[src/rtl/wb_arbiter.sv]
// Write-back arbiter: three sources (alu, mem, fpu) share one integer and one float
// register-file write port, each port with its own round-robin pointer.
module wb_arbiter #(
  parameter int XLEN = 32
) (
  input  logic            clk,
  input  logic            rstn,
  input  logic            alu_valid,
  output logic            alu_ready,
  input  logic [4:0]      alu_rd,
  input  logic            alu_isf,
  input  logic [XLEN-1:0] alu_data,
  input  logic            mem_valid,
  output logic            mem_ready,
  input  logic [4:0]      mem_rd,
  input  logic            mem_isf,
  input  logic [XLEN-1:0] mem_data,
  input  logic            fpu_valid,
  output logic            fpu_ready,
  input  logic [4:0]      fpu_rd,
  input  logic            fpu_isf,
  input  logic [XLEN-1:0] fpu_data,
  output logic            we,
  output logic [4:0]      waddr,
  output logic [XLEN-1:0] wdata,
  output logic            fwe,
  output logic [4:0]      fwaddr,
  output logic [XLEN-1:0] fwdata
);

  localparam int NSRC = 3;

  logic [NSRC-1:0] valid, isf, int_req, flt_req, null_wr, int_gnt, flt_gnt, ready;
  logic [4:0]      rd   [NSRC];
  logic [XLEN-1:0] data [NSRC];

  logic [1:0]      iptr_reg, iptr_next, fptr_reg, fptr_next;
  logic            we_reg, fwe_reg;
  logic [4:0]      waddr_reg, waddr_next, fwaddr_reg, fwaddr_next;
  logic [XLEN-1:0] wdata_reg, wdata_next, fwdata_reg, fwdata_next;

  assign valid   = {fpu_valid, mem_valid, alu_valid};
  assign isf     = {fpu_isf, mem_isf, alu_isf};
  assign rd[0]   = alu_rd;
  assign rd[1]   = mem_rd;
  assign rd[2]   = fpu_rd;
  assign data[0] = alu_data;
  assign data[1] = mem_data;
  assign data[2] = fpu_data;

  // Integer x0 writes are absorbed immediately and never compete for the port.
  genvar gi;
  generate
    for (gi = 0; gi < NSRC; gi++) begin : g_src
      assign int_req[gi] = valid[gi] && !isf[gi] && (rd[gi] != 5'd0);
      assign flt_req[gi] = valid[gi] && isf[gi];
      assign null_wr[gi] = valid[gi] && !isf[gi] && (rd[gi] == 5'd0);
      assign ready[gi]   = rstn && (int_gnt[gi] || flt_gnt[gi] || null_wr[gi]);
    end
  endgenerate

  assign {fpu_ready, mem_ready, alu_ready} = ready;

  function automatic logic [NSRC-1:0] rr_pick(input logic [NSRC-1:0] req, input logic [1:0] ptr);
    logic [NSRC-1:0] gnt;
    logic [1:0]      idx;
    gnt = '0;
    for (int k = 0; k < NSRC; k++) begin
      idx = 2'((int'(ptr) + k) % NSRC);
      if (gnt == '0 && req[idx]) gnt[idx] = 1'b1;
    end
    return gnt;
  endfunction

  function automatic logic [1:0] ptr_after(input logic [NSRC-1:0] gnt, input logic [1:0] ptr);
    logic [1:0] nxt;
    nxt = ptr;
    if (gnt[0]) nxt = 2'd1;
    if (gnt[1]) nxt = 2'd2;
    if (gnt[2]) nxt = 2'd0;
    return nxt;
  endfunction

  assign int_gnt   = rr_pick(int_req, iptr_reg);
  assign flt_gnt   = rr_pick(flt_req, fptr_reg);
  assign iptr_next = ptr_after(int_gnt, iptr_reg);
  assign fptr_next = ptr_after(flt_gnt, fptr_reg);

  // Address/data hold their last value when a port is idle.
  always_comb begin
    waddr_next  = waddr_reg;
    wdata_next  = wdata_reg;
    fwaddr_next = fwaddr_reg;
    fwdata_next = fwdata_reg;
    for (int s = 0; s < NSRC; s++) begin
      if (int_gnt[s]) begin
        waddr_next = rd[s];
        wdata_next = data[s];
      end
      if (flt_gnt[s]) begin
        fwaddr_next = rd[s];
        fwdata_next = data[s];
      end
    end
  end

  always_ff @(posedge clk) begin
    if (!rstn) begin
      iptr_reg   <= 2'd0;
      fptr_reg   <= 2'd0;
      we_reg     <= 1'b0;
      fwe_reg    <= 1'b0;
      waddr_reg  <= '0;
      wdata_reg  <= '0;
      fwaddr_reg <= '0;
      fwdata_reg <= '0;
    end else begin
      iptr_reg   <= iptr_next;
      fptr_reg   <= fptr_next;
      we_reg     <= |int_gnt;
      fwe_reg    <= |flt_gnt;
      waddr_reg  <= waddr_next;
      wdata_reg  <= wdata_next;
      fwaddr_reg <= fwaddr_next;
      fwdata_reg <= fwdata_next;
    end
  end

  assign we     = we_reg;
  assign waddr  = waddr_reg;
  assign wdata  = wdata_reg;
  assign fwe    = fwe_reg;
  assign fwaddr = fwaddr_reg;
  assign fwdata = fwdata_reg;

endmodule
[config.mk]
export PLATFORM = sky130hd
export DESIGN_NAME = wb_arbiter
export DESIGN_NICKNAME = d
export VERILOG_FILES = /design/src/rtl/wb_arbiter.sv
export SDC_FILE = /design/constraint.sdc
export NUM_CORES = 1
export LEC_CHECK = 0
export BUFFER_PORTS_ARGS = -buffer_cell sky130_fd_sc_hd__buf_4
export CAP_MARGIN = 20
export CORE_AREA = 2 2 101 103
export DETAILED_ROUTE_END_ITERATION = 6
export DIE_AREA = 0 0 103 105
export GPL_ROUTABILITY_DRIVEN = 1
export PLACE_DENSITY = 0.75
export SLEW_MARGIN = 25
export SYNTH_ARGS = -nofsm -noshare
export SYNTH_HDL_FRONTEND = slang
export SYNTH_SLANG_ARGS = --single-unit
[constraint.sdc]
create_clock -name clk -period 3.1 [get_ports clk]
set_input_delay 0 -clock clk [delete_from_list [all_inputs] [get_ports clk]]
set_output_delay 0 -clock clk [all_outputs]
set_load 0.1 [all_outputs]
==> out/metrics.yaml <==
timing:
  skew_ns: 0.009771
  finalHoldViolations: 0
  fmax_ghz: 0.3260
  slew_viol_final: 0
  setup_viol: 0
  finalWorstSetupSlack_ns: 0.03248
  tightest_slew_ns: 0.5642
  slew-limit-headroom: 0.6230
  period_share: 0.9895
  finalCriticalPeriod_ns: 3.068
  rsz0062_at_grt: "yes"
logic_synthesis:
  yosysSeqAreaShare: 0.3511
  synth_nets: 610
  syn_area_per_cell_sq_um: 9.445
  synth.cell_area_sq_um: 4562
  synth_cell_types: 66
  synth_edf_count: 0
  async_flop_share: 0
  ys.flop_type: "dfxtp_1"
  synthAdderAreaFrac: 0.02194
  synth_top_area_frac: 0.3511
  ys_seq_elements: 80
  yosys-top-cells-area: "dfxtp_1 35%, mux2i_1 16%, a32oi_1 7.1%"
  synthCells: 483
  synth_compound_area_frac: 0.3077
  synth-simple-area-share: 0.1050
  synth_top_family_by_area: "compound AO/OA/AOI/OAI gates"
  yosysWarningCount: 0
  muxShareOfSynthArea: 0.1624
  synthXorXnorAreaFrac: 0
  yosys.area.top_type: "dfxtp_1"
route:
  viasPerCell: 6.265
  detail-route-antenna-nets: 0
  routed_wirelength_mm: 20.50
  drc: 0
  wire_per_inst_microns: 22.09
  drt-initial-drc-count: 375
  via_count: 5814
  dr.pass1.iters: 7
hold_path:
  holdCritPathClass: "input pin to flop"
worst_setup_path:
  worstSetupPathType: "flop to primary output"
  start_kind: "flop"
  cp-end-kind: "primary output"
  critical_path_peak_fanout: 8
  cp.arrival_ns: 3.07
  rrSetupSlack_ns: 0.14
  crit_required_ns: 3.10
clock_tree:
  path_clk_slew_ns: 0.08
  numCtsBuffers: 9
  clock_path_buffers: 2
  cts.sinks: 80
  root_buffer: "clkbuf_8"
  clkLatencyLatePin_ns: 0.38
  cts_tree: "yes"
  cts_max_level: 3
place:
  portBuffers: 197
  place_congestion: 0.9859
  place_ws_ns: -0.09475
  hpwl_mm: 11.81
  place_inst: 801
run:
  max_cap_violations: 0
floorplanning:
  rows: 36
  core_sq_um: 9639
  die_area_sq_um: 10820
  io_pins: 198
  die-height_microns: 105
  fp.dieW_microns: 103
  initial_core_util: 0.4733
layout:
  diodes: 0
  layout.nets: 918
  finish.utilization: 0.8018
  fillCellCount: 576
  area_growth_pct: 69.42
  layout-drive-gt1-share: 0.3522
  fin_cells: 928
  layout_commonest_cell: "buf_4"
  mostFrequentLayoutCells: "216 x buf_4, 110 x dlygate4sd3_1, 80 x dfxtp_1"
pwr:
  p_seq_frac: 0.174
  sw_frac_of_total: 0.5844
  power.density_nw_per_um2: 1192
  p_leak_uw: 0.003442
  power_frac_comb: 0.736
  p_sw_uw: 5384
  power.internal_uw: 3829
  ir_drop_mv: 0.8680
  pwr-share-clk: 0.090
global_routing:
  grt_max_degree: 36
  globalRouteOverflowTotal: 0
  grt_pass1_vias: 6111
  grt_usage: 0.3683
  grt_pass1_wl_mm: 30.93
  antenna_found_initial: 0
outcome:
  status: "finished, final reports clean"
-- power groups by stage --
stage | Sequential [uW] | Combinational [uW] | Clock [uW]
2_1_floorplan | 3700 | 2560 | 0
4_1_cts | 1580 | 6470 | 824
3_5_place_dp | 1590 | 6310 | 0
5_1_grt | 1630 | 7000 | 864
3_3_place_gp | 1600 | 6180 | 0
6_report | 1610 | 6780 | 828
-- layer usage --
layer,vias up,GRT usage,part of all wire
li1,2515,-,-
met3,120,0.1084,0.098
met4,0,0.2312,0.061
met1,2721,0.4121,0.36
met2,458,0.6002,0.48
met5,-,0,0
-- layout make-up --
cell class              count  area (sq um)  area share
multi-input cells         354          2860      0.3701
repair buffers            333          2845      0.3681
flip-flops and latches     80          1602      0.2072
well taps                 133         166.4     0.02153
clock buffers              11         151.4     0.01959
inverters                  13         52.55    0.006799
clock inverters             4         51.30    0.006638
-- critical path, stage by stage, from the launching register on --
cell	delay, ns
dfxtp_1	0.34
inv_1	0.07
ha_2	0.33
buf_4	0.19
a211oi_2	0.21
o22ai_1	0.20
a211oi_2	0.37
a2bb2oi_1	0.25
o31ai_2	0.11
a311oi_1	0.31
nor2_2	0.06
buf_4	0.25
-- cells in the mapped netlist (2+ instances only) --
master      n
buf_4       6
nand2b_1    4
o211ai_1    2
o21ai_0    39
a21oi_1    11
nand2_1    10
o21a_1      4
ha_1        8
o31ai_1     3
o22ai_1     2
o221ai_1    4
a22oi_1     2
and2_1      3
a21o_1      2
a21boi_0    2
buf_2       3
o21ai_1     4
a31oi_1     5
o21ai_2     3
a2bb2oi_1   2
a221o_1    32
o22a_1      2
a221oi_1    2
dfxtp_1    80
nor2b_1     3
clkbuf_1   24
nand3_1     9
inv_1      12
mux2i_1    74
and3_1      2
nor2_1     43
nor3_1      7
a32oi_1    37
buf_6       3
a211oi_1    3
-- metrics by stage --
stage / hold slack [ns] / power, uW / cell area [sq um] / TNS (ns)
floorplan: 0.1147 / 6256 / 4568 / 0
global placement: 0.2117 / 7774 / 6311 / 0
detailed placement: 0.2208 / 7900 / 6311 / -2.645
CTS: 0.04038 / 8872 / 7632 / -0.01720
finish: 0.05133 / 9213 / 7729 / 0
global route: 0.06798 / 9499 / 7729 / -0.1025
-- timing repair --
item                                    CTS  global route
hold buffers                            110             0
buffers inserted                          0             1
gates cloned                              1             0
hold endpoints to repair                 74             0
pin swaps                                 1             2
endpoints found under the setup margin   34            56
resized for setup                         3            20
-- cells by family after synthesis --
kind of cell               count (synthesis)
AOI/OAI and AO/OA                        177
adders and majority gates                  8
buffers and inverters                     50
DFF                                       80
muxes                                     74
and+or+nand+nor                           94
-- path summary, 6_finish.rpt --
path / cells after the start / from / to
worst max-delay path: 11 / iptr_reg[0]$_SDFFE_PP0P_ / alu_ready
worst min register to register: 1 / wdata[30]$_SDFFE_PN0P_ / wdata[30]$_SDFFE_PN0P_
worst max register to register: 12 / fptr_reg[0]$_SDFFE_PP0P_ / fwdata[12]$_SDFFE_PN0P_
worst min-delay path: 3 / alu_rd[3] / waddr[3]$_SDFFE_PN0P_
Power figures use the tool's default switching activity.
